==> config.mk <==
export PLATFORM = sky130hd
export DESIGN_NAME = serial_word_transmitter
export DESIGN_NICKNAME = d
export VERILOG_FILES = /design/src/rtl/serial_word_transmitter.sv
export SDC_FILE = /design/constraint.sdc
export NUM_CORES = 1
export LEC_CHECK = 0
export BUFFER_PORTS_ARGS = -buffer_cell sky130_fd_sc_hd__buf_2
export CAP_MARGIN = 20
export CORE_ASPECT_RATIO = 0.9
export CORE_MARGIN = 2
export CORE_UTILIZATION = 45
export DETAILED_ROUTE_END_ITERATION = 6
export GPL_TIMING_DRIVEN = 0
export PLACE_DENSITY = 0.69
export SKIP_CTS_REPAIR_TIMING = 1
export SYNTH_ARGS = -nofsm -noshare
export SYNTH_HDL_FRONTEND = slang
export SYNTH_SLANG_ARGS = --single-unit
==> constraint.sdc <==
create_clock -name clk_i -period 2.6 [get_ports clk_i]
set_input_delay 0.52 -clock clk_i [delete_from_list [all_inputs] [get_ports clk_i]]
set_output_delay 0.52 -clock clk_i [all_outputs]
set_load 0.1 [all_outputs]
==> src/rtl/serial_word_transmitter.sv <==
// serial_word_transmitter
//   Parallel-in/serial-out stage that feeds a downstream serial-in shift register.
//   It accepts one word per valid/ready handshake and then drives the word onto data_out_o,
//   one bit per clock, with bit_valid_o high for each frame bit.
//
// Parameters
//   WIDTH      word width in bits (>= 2)
//   MSB_FIRST  1: bit WIDTH-1 goes out first; 0: bit 0 goes out first
//   IDLE_GAP   idle cycles forced between frames (0..15)
//
// Optional feature
//   PARITY_EN  when defined, one even-parity bit follows the data bits. That bit is the last
//              frame cycle.
//
// Ports
//   clk_i        rising-edge clock
//   reset_ni     synchronous active-low reset
//   tx_data_i    word to send; sampled only on acceptance
//   tx_valid_i   tx_data_i is valid
//   tx_ready_o   block can accept; handshake = tx_valid_i & tx_ready_o at a rising edge
//   data_out_o   serial bit to the downstream register
//   bit_valid_o  data_out_o carries a frame bit this cycle
//   busy_o       frame or gap in progress
//   word_done_o  1-cycle pulse during the last frame cycle
module serial_word_transmitter #(
  parameter int unsigned WIDTH     = 8,
  parameter bit          MSB_FIRST = 1'b1,
  parameter int unsigned IDLE_GAP  = 0
) (
  input  logic             clk_i,
  input  logic             reset_ni,
  input  logic [WIDTH-1:0] tx_data_i,
  input  logic             tx_valid_i,
  output logic             tx_ready_o,
  output logic             data_out_o,
  output logic             bit_valid_o,
  output logic             busy_o,
  output logic             word_done_o
);

  localparam int unsigned       CntW    = $clog2(WIDTH);
  localparam logic [CntW-1:0]   LastIdx = CntW'(WIDTH - 1);
  // The gap counter counts down to zero, so load it with one less than the gap length.
  localparam logic [3:0]        GapLoad = (IDLE_GAP > 0) ? 4'(IDLE_GAP - 1) : 4'd0;

`ifdef PARITY_EN
  localparam bit ParityEn = 1'b1;
`else
  localparam bit ParityEn = 1'b0;
`endif

  typedef enum logic [1:0] {StIdle, StShift, StParity, StGap} state_e;

  state_e            state_q, state_d;
  logic [CntW-1:0]   cnt_q, cnt_d;
  logic [WIDTH-1:0]  word_q, word_d;
  logic [3:0]        gap_q, gap_d;
  logic              data_q, data_d;
  logic              valid_q, valid_d;
  logic              busy_q, busy_d;
  logic              done_q, done_d;

  logic              last_cycle;
  logic              accept;
  logic [CntW-1:0]   bit_idx;

  always_comb begin
    last_cycle = ((state_q == StShift) && (cnt_q == LastIdx) && !ParityEn) ||
                 (state_q == StParity);
    // Ready is gated by the raw reset input so no handshake can happen during reset.
    tx_ready_o = reset_ni && ((state_q == StIdle) || (last_cycle && (IDLE_GAP == 0)));
    accept     = tx_valid_i && tx_ready_o;

    state_d = state_q;
    cnt_d   = cnt_q;
    word_d  = word_q;
    gap_d   = gap_q;

    unique case (state_q)
      StIdle: begin
        if (accept) begin
          state_d = StShift;
          cnt_d   = '0;
          word_d  = tx_data_i;
        end
      end
      StShift: begin
        if (cnt_q != LastIdx) begin
          cnt_d = cnt_q + 1'b1;
        end else if (ParityEn) begin
          state_d = StParity;
        end
      end
      StParity: ;
      StGap: begin
        if (gap_q == 4'd0) begin
          state_d = StIdle;
        end else begin
          gap_d = gap_q - 4'd1;
        end
      end
      default: state_d = StIdle;
    endcase

    // Frame exit: either chain straight into the next word, drop to idle, or start the gap.
    if (last_cycle) begin
      if (IDLE_GAP == 0) begin
        if (accept) begin
          state_d = StShift;
          cnt_d   = '0;
          word_d  = tx_data_i;
        end else begin
          state_d = StIdle;
        end
      end else begin
        state_d = StGap;
        gap_d   = GapLoad;
      end
    end

    // Outputs are registered, so derive them from the state being entered.
    bit_idx = MSB_FIRST ? (LastIdx - cnt_d) : cnt_d;
    valid_d = (state_d == StShift) || (state_d == StParity);
    busy_d  = (state_d != StIdle);
    data_d  = 1'b0;
    if (state_d == StShift) begin
      data_d = word_d[bit_idx];
    end else if (state_d == StParity) begin
      data_d = ^word_d;
    end
    done_d = ((state_d == StShift) && (cnt_d == LastIdx) && !ParityEn) ||
             (state_d == StParity);
  end

  always_ff @(posedge clk_i) begin
    if (!reset_ni) begin
      state_q <= StIdle;
      cnt_q   <= '0;
      word_q  <= '0;
      gap_q   <= 4'd0;
      data_q  <= 1'b0;
      valid_q <= 1'b0;
      busy_q  <= 1'b0;
      done_q  <= 1'b0;
    end else begin
      state_q <= state_d;
      cnt_q   <= cnt_d;
      word_q  <= word_d;
      gap_q   <= gap_d;
      data_q  <= data_d;
      valid_q <= valid_d;
      busy_q  <= busy_d;
      done_q  <= done_d;
    end
  end

  assign data_out_o  = data_q;
  assign bit_valid_o = valid_q;
  assign busy_o      = busy_q;
  assign word_done_o = done_q;

endmodule

Word-level counts from Yosys, hierarchy flattened
Cells that the tools add are included.
{"block": "totals", "ff_bits": 21, "inputBits": 11, "out_inout_bits": 5, "wordCells": 52}
{"block": "op_classes", "n_addsub": 3, "order_cmp": 1, "eq_ne": 8, "mux": 18, "n_bitwise": 1, "reduce_logical": 13}
{"op": "8-bit 2-to-1 mux", "n": 4}
{"op": "3-bit 2-to-1 mux", "n": 4}
{"op": "8-bit parity", "n": 1}
{"op": "2-bit equality test, second input constant", "n": 3}
{"op": "3-bit equality test, second input constant", "n": 2}
{"op": "2-bit 2-to-1 mux", "n": 3}
{"op": "3-bit case mux with 2 select lines", "n": 1}
{"op": "2-bit by 1-bit equality test with 1-bit output, second input constant", "n": 2}
{"op": "1-bit logical AND", "n": 4}
{"op": "4-bit zero test", "n": 1}
{"op": "1-bit logical OR", "n": 4}
{"op": "3-bit by 4-bit less-than comparator with 1-bit output, second input constant", "n": 1}
{"op": "1-bit 2-to-1 mux", "n": 4}
{"op": "2-bit case mux with 2 select lines", "n": 1}
{"op": "4-bit by 1-bit subtractor with 4-bit output, second input constant", "n": 1}
{"op": "3-bit by 1-bit adder with 3-bit output, second input constant", "n": 1}
{"op": "1-bit binary-select mux with 3-bit select", "n": 1}
{"op": "3-bit != test, second input constant", "n": 1}
{"op": "3-bit subtractor, first input constant", "n": 1}
{"op": "2-bit zero test", "n": 1}
{"op": "2-bit AND reduction", "n": 1}
{"op": "2-bit nonzero test", "n": 1}
{"op": "1-bit NOT", "n": 1}

Logic depth before layout (Yosys ltp)
Gate-level depths: netlist of the first run.
{"block": "logic_depth", "word_depth": 14, "mapped_depth": 13}

Least setup slack after synthesis of the first run
No wires, ideal clock.
{"block": "synth_timing", "path_type": "in2out", "start": "input reset_ni", "end": "output tx_ready_o", "t_arrival_ns": 1.604, "required_ns": 2.080, "setup_slack_ns": 0.476, "stages": 3, "path_buffers": 2, "cell_sequence": "buf_4 > clkbuf_1 > and2b_1"}
{"block": "synth_between", "elab_chain_cells": 1}
{"element": "start, declared", "line": "31", "source": "input logic reset_ni,"}
{"element": "1-bit logical AND", "line": "71", "source": "tx_ready_o = reset_ni && ((state_q == StIdle) || (last_cycle && (IDLE_GAP == 0)));"}
{"element": "end, declared", "line": "34", "source": "output logic tx_ready_o,"}
No other way between the ends.

Worst setup path in the final report of the first run
{"block": "layout_timing", "start": "register state_q[0]", "end": "output tx_ready_o"}
{"block": "layout_between", "elab_chain_cells": 5, "word_cells_on_any_way": 7, "classes_between": "eq/ne (2); reduce/logical (5)"}
{"element": "start, declared", "line": "54", "source": "state_e state_q, state_d;"}
{"element": "start signal, assigned", "line": "137", "source": "state_q <= StIdle;"}
{"element": "start signal, assigned", "line": "146", "source": "state_q <= state_d;"}
{"element": "2-bit by 1-bit equality test with 1-bit output", "line": "68", "source": "last_cycle = ((state_q == StShift) && (cnt_q == LastIdx) && !ParityEn) ||"}
{"element": "1-bit logical AND", "line": "68"}
{"element": "1-bit logical OR", "line": "68"}
{"element": "1-bit logical OR (*)", "line": "71"}
{"element": "1-bit logical AND (*)", "line": "71"}
Mark *: on every way between the ends. The rest lies on a longest branch, timed or not.

==> impl_metrics.tcl, run 1 <==
set metrics [dict create \
    routabilityCongestion 0.806 \
    post-route-min-period_ns 2.47 \
    routed_wl_um 2650 \
    cp_top_family "flip-flops" \
    final_area_sq_mm 0.00158 \
    ys_ff_latch 21 \
    startpoint_type "flop" \
    hp-class "in2reg" \
    setup_tns_ns 0 \
    worstPathRequired_ns 2.08 \
    vias_per_cell 5.13 \
    setup_ws_ns 0.134 \
    clock_path_buffers 2 \
    max-slew-margin-rel_pct 61.6 \
    crit_fanout 7 \
    htreeDepth 1 \
    ir_drop_uv 275 \
    core_sq_mm 0.00304 \
    rsz0062_at_grt "false" \
    fin_cells 222 \
    path_cells "inv_1 -> ha_1 -> a311oi_2 -> and2b_1 -> clkbuf_4" \
    tightest_slew_ns 0.575 \
    ys_seq_area_share_pct 29.6 \
    grt_max_degree 14 \
    hold_viol_final 0 \
    clk-insertion-delay-late_ns 0.30 \
    syn_to_final_growth_pct 11.4 \
    drv_cap 0 \
    cts_root_buf "clkbuf_4" \
    clk_pin_slew_ns 0.12 \
    period_share_pct 94.8 \
    place_inst 218 \
    netlist_instances 162 \
    drtIter0Drc 50 \
    ioPinCount 16 \
    place_ws_ns 0.373 \
    cts_tree "yes" \
    overflow 0 \
    slew_viol_final 0 \
    status "finished clean" \
    ys_warn_count 0 \
    wl_met1_um 1310 \
    fmax_ghz 0.406 \
    wl_per_cell_um 12.0 \
    clock_sinks 21 \
    dr.max_layer_used "met4" \
    antenna_found_initial 0 \
    start_util_pct 46.6 \
    final_cell_mix "27 x nand2_1, 21 x dfxtp_1, 14 x xnor2_1, 14 x buf_2" \
    p_per_area_mw_per_mm2 463 \
    drive_above_1_share_pct 18.3 \
    crit_slowest_cell "dfxtp_1" \
    p_total_uw 732 \
    vias 1138 \
    crit_buf_inv 2 \
    synth_area_per_cell_sq_um 8.76 \
    dieWidth_um 63.2 \
    die-area_sq_mm 0.00362 \
    grt_pass1_vias 1045 \
    synth.net_count 182 \
    drcViolationCount 0 \
    fin_skew_ns 0.00298 \
    place_hpwl_um 2050 \
    rows 19 \
    cpPeakStageDelay_ns 0.43 \
    final_antenna_net_count 0 \
    die_h_um 57.3 \
    setup_viol 0 \
    critPathKind "reg2out" \
    arrival_ns 1.95 \
    wl_met2_um 1250 \
    syn_area_sq_mm 0.00142 \
    synth_cell_types 45 \
    antenna_cells 0 \
    place_area_sq_mm 0.00154 \
    cts_buffers 3 \
    grt_pass1_wl_um 4510 \
    cp-end-kind "output port" \
    layout_commonest_cell "nand2_1" \
    grtUsageTotal_pct 15.6 \
    wl_met3_um 86 \
    drt_first_pass_iters 4 \
    nNetsFinal 201 \
    leakage_uw 0.000598 \
    io_buffers 14 \
]
-- worst paths after layout --
kind / startpoint / to / slack, ns / cells after the start
setup reg to reg: state_q[1] / word_done_o / 0.32 / 12
hold / removal: tx_data_i[5] / word_q[5] / 0.48 / 3
setup / recovery: state_q[0] / tx_ready_o / 0.13 / 5
hold reg to reg: word_q[3] / word_q[3] / 0.50 / 2
-- per-stage QoR --
step / utilization (%) / hold slack, ns
5_1_grt: 51.9 / 0.481
6_report: 51.9 / 0.482
3_5_place_dp: 50.7 / 0.487
4_1_cts: 51.6 / 0.479
3_3_place_gp: 50.7 / 0.481
2_1_floorplan: - / 0.465
-- kinds of logic after synthesis --
logic type      Yosys count  synth area share (%)
simple gates             61                  22.8
compound gates           36                  20.3
flops                    21                  29.6
xor+xnor                 16                  9.88
buf+inv                  13                  4.85
fa+ha+maj                 9                  7.94
mux                       6                  4.59
-- layer usage --
metal  GRT usage [%]  up-vias
li1                -      589
met1            20.9      527
met2            25.8       20
met3            2.56        2
met4            5.59        0
met5               0        -
-- synth_stat cells, drive strengths merged --
cell,count,area share (%)
a211oi,1,0.53
o22ai,1,0.44
a21o,1,0.53
nand3b,1,0.53
a311oi,1,0.62
o21ai,6,2.1
o21a,1,0.53
nand4,1,0.44
a41oi,1,0.62
dfxtp,21,30
o211ai,4,2.5
mux2,1,1.1
nand3,6,2.1
nor2,9,3.7
buf,4,2.5
a31oi,1,0.88
a21oi,6,2.9
and2,9,4.0
xnor2,14,8.6
nor3,1,0.35
a32oi,1,0.62
mux2i,5,3.5
or2,1,0.44
inv,7,1.9
ha,9,7.9
nand2,28,7.6
xor2,2,1.2
o211a,1,0.71
and2b,1,0.53
clkbuf,2,0.53
a21bo,1,0.71
a21boi,9,4.8
o2111ai,1,1.9
nor2b,2,0.88
nand4b,2,2.3
-- final cells by class --
| class | instances | area, sq um |
|---|---|---|
| Buffer | 6 | 42.5 |
| Multi-Input combinational cell | 128 | 936 |
| Inverter | 7 | 26.3 |
| Clock inverter | 1 | 7.51 |
| Timing Repair Buffer | 14 | 72.6 |
| Tap cell | 42 | 52.6 |
| Sequential cell | 21 | 420 |
| Clock buffer | 3 | 22.5 |
| Fill cell | 308 | 1460 |
-- worst min-delay path: stages --
cell and delay [ns]:
buf_2 0.12, nand2_1 0.05, a21boi_0 0.06
-- power breakdown --
group / internal [uW] / switching (uW) / leakage [uW] / total (uW)
Clock: 58.6 / 103 / 0.0000139 / 161
Sequential: 335 / 10.5 / 0.000171 / 345
Combinational: 89.8 / 136 / 0.000413 / 225
Total: 483 / 249 / 0.000598 / 732
-- state kept, by name, indices dropped and copies added (netlist names) --
| register | cells |
|---|---|
| word_q | 8 |
| gap_q | 4 |
| cnt_q | 3 |
| state_q | 2 |
| bit_valid_o | 1 |
| busy_o | 1 |
| data_out_o | 1 |
| word_done_o | 1 |
(Power assumes the default switching activity.)
==> run 2: changes to the inputs <==
--- a/config.mk
+++ b/config.mk
@@ -9,10 +9,10 @@
 export CAP_MARGIN = 20
 export CORE_ASPECT_RATIO = 0.9
 export CORE_MARGIN = 2
-export CORE_UTILIZATION = 45
+export CORE_UTILIZATION = 50
 export DETAILED_ROUTE_END_ITERATION = 6
 export GPL_TIMING_DRIVEN = 0
-export PLACE_DENSITY = 0.69
+export PLACE_DENSITY = 0.75
 export SKIP_CTS_REPAIR_TIMING = 1
 export SYNTH_ARGS = -nofsm -noshare
 export SYNTH_HDL_FRONTEND = slang
==> run 2 against run 1 <==
  * Global-route usage increased by 2.5 points
  * Wire length increased by 0.83%
  * Critical endpoint unchanged
  * Flip-flop and latch count unchanged
  * Critical path depth unchanged
  * Highest routed layer unchanged
==> impl_metrics.tcl, run 2 (synthesis gave the netlist of run 1 again) <==
set metrics [dict create \
    status "finished clean" \
    largest_reg_flops 8 \
    ioPinCount 16 \
    drcViolationCount 0 \
    drv_cap 0 \
    drtIter0Drc 32 \
    hold_viol_final 0 \
    grtUsageTotal_pct 18.2 \
    top_regs "word_q x8, gap_q x4, cnt_q x3" \
    final_cell_mix "27 x nand2_1, 21 x dfxtp_1, 14 x xnor2_1, 14 x buf_2" \
    antenna_found_initial 0 \
    antenna_cells 0 \
    largest-register "word_q" \
    slew_viol_final 0 \
    fin_skew_ns 0.00258 \
    grt_util_met2_pct 31.5 \
    grtUsageMet1_pct 24.6 \
    setup_tns_ns 0 \
    hp-start "tx_data_i[6]" \
    fmax_ghz 0.408 \
    io_buffers 14 \
    die-area_sq_mm 0.00328 \
    leakage_uw 0.000599 \
    htreeDepth 1 \
    cts_tree "yes" \
    worstPathRequired_ns 2.08 \
    startpoint_type "flop" \
    layout_commonest_cell "nand2_1" \
    die_h_um 54.5 \
    drive_above_1_share_pct 18.3 \
    p_total_uw 732 \
    start_util_pct 52.1 \
    nNetsFinal 201 \
    grt_max_degree 14 \
    clock_path_buffers 2 \
    fin_hold_ws_ns 0.483 \
    ir_drop_uv 304 \
    use_met3_pct 1.42 \
    place_hpwl_um 2130 \
    cp-end-kind "output port" \
    crit_fanout 7 \
    final_antenna_net_count 0 \
    grt_pass1_wl_um 4570 \
    max-slew-margin-rel_pct 65.7 \
    top_usage_layer "met2" \
    p_per_area_mw_per_mm2 464 \
    critPathKind "reg2out" \
    crit_path_start "state_q[0]" \
    rsz0062_at_grt "false" \
    tightest_slew_ns 0.513 \
    wl_per_cell_um 12.2 \
    period_share_pct 94.2 \
    overflow 0 \
    routabilityCongestion 0.855 \
    routed_wl_um 2680 \
    rows 18 \
    core_sq_mm 0.00273 \
    post-route-min-period_ns 2.45 \
    vias_per_cell 5.11 \
    setup_viol 0 \
    cts_root_buf "clkbuf_4" \
    hp-class "in2reg" \
    grt_pass1_vias 1082 \
    clk_pin_slew_ns 0.12 \
    syn_to_final_growth_pct 11.2 \
    drt_first_pass_iters 4 \
    r2r_start "state_q[1]" \
    cts_buffers 3 \
    clock_sinks 21 \
    arrival_ns 1.93 \
    dieWidth_um 60.2 \
    vias 1124 \
    clk-insertion-delay-late_ns 0.30 \
]
[run 2: cell counts in the layout (fill, tap and decap cells not counted)]
No cell type changed its count.
[run 2: final timing paths]
| path | end | slack, ns | cells past startpoint |
|---|---|---|---|
| worst max-delay path | tx_ready_o | 0.15 | 5 |
| worst min-delay path | word_q[6] | 0.48 | 3 |
| worst max register to register | data_out_o | 0.34 | 9 |
| worst min register to register | word_q[4] | 0.50 | 2 |
[run 2: worst max-delay path, cell delays in order (launching register included)]
cell,delay [ns]
dfxtp_1,0.43
inv_1,0.09
ha_1,0.33
a311oi_2,0.30
and2b_1,0.22
clkbuf_4,0.27
[run 2: per-layer routing]
| layer | vias to the layer above | share of wire (%) | routed length (um) |
|---|---|---|---|
| met5 | - | 0 | 0 |
| met4 | 0 | 0.60 | 16 |
| met3 | 2 | 2.2 | 58 |
| met2 | 12 | 47 | 1260 |
| met1 | 517 | 50 | 1340 |
| li1 | 593 | - | - |
[run 2: metrics by stage]
step,std cells,cell area (sq um),setup slack [ns],utilization (%)
after global routing,220,1580,0.00673,57.9
after CTS,220,1570,0.00289,57.6
after floorplan,162,1420,0.476,-
final,220,1580,0.152,57.9
after detailed placement,216,1540,0.362,56.5
after global placement,216,1540,0.388,56.5
[run 2: area by class of cell]
cell class	instances	area [sq um]
inverters	7	26.3
flip-flops and latches	21	420
plain buffers	6	42.5
clock inverters	1	7.51
repair buffers	14	72.6
fillers	250	1150
multi-input cells	128	936
clock buffers	3	22.5
well taps	40	50.0
[run 2: power by group]
part	total [uW]	internal (uW)	switching, uW
Sequential	346	335	10.6
Combinational	226	89.3	137
Clock	160	58.4	102
Total	732	483	249
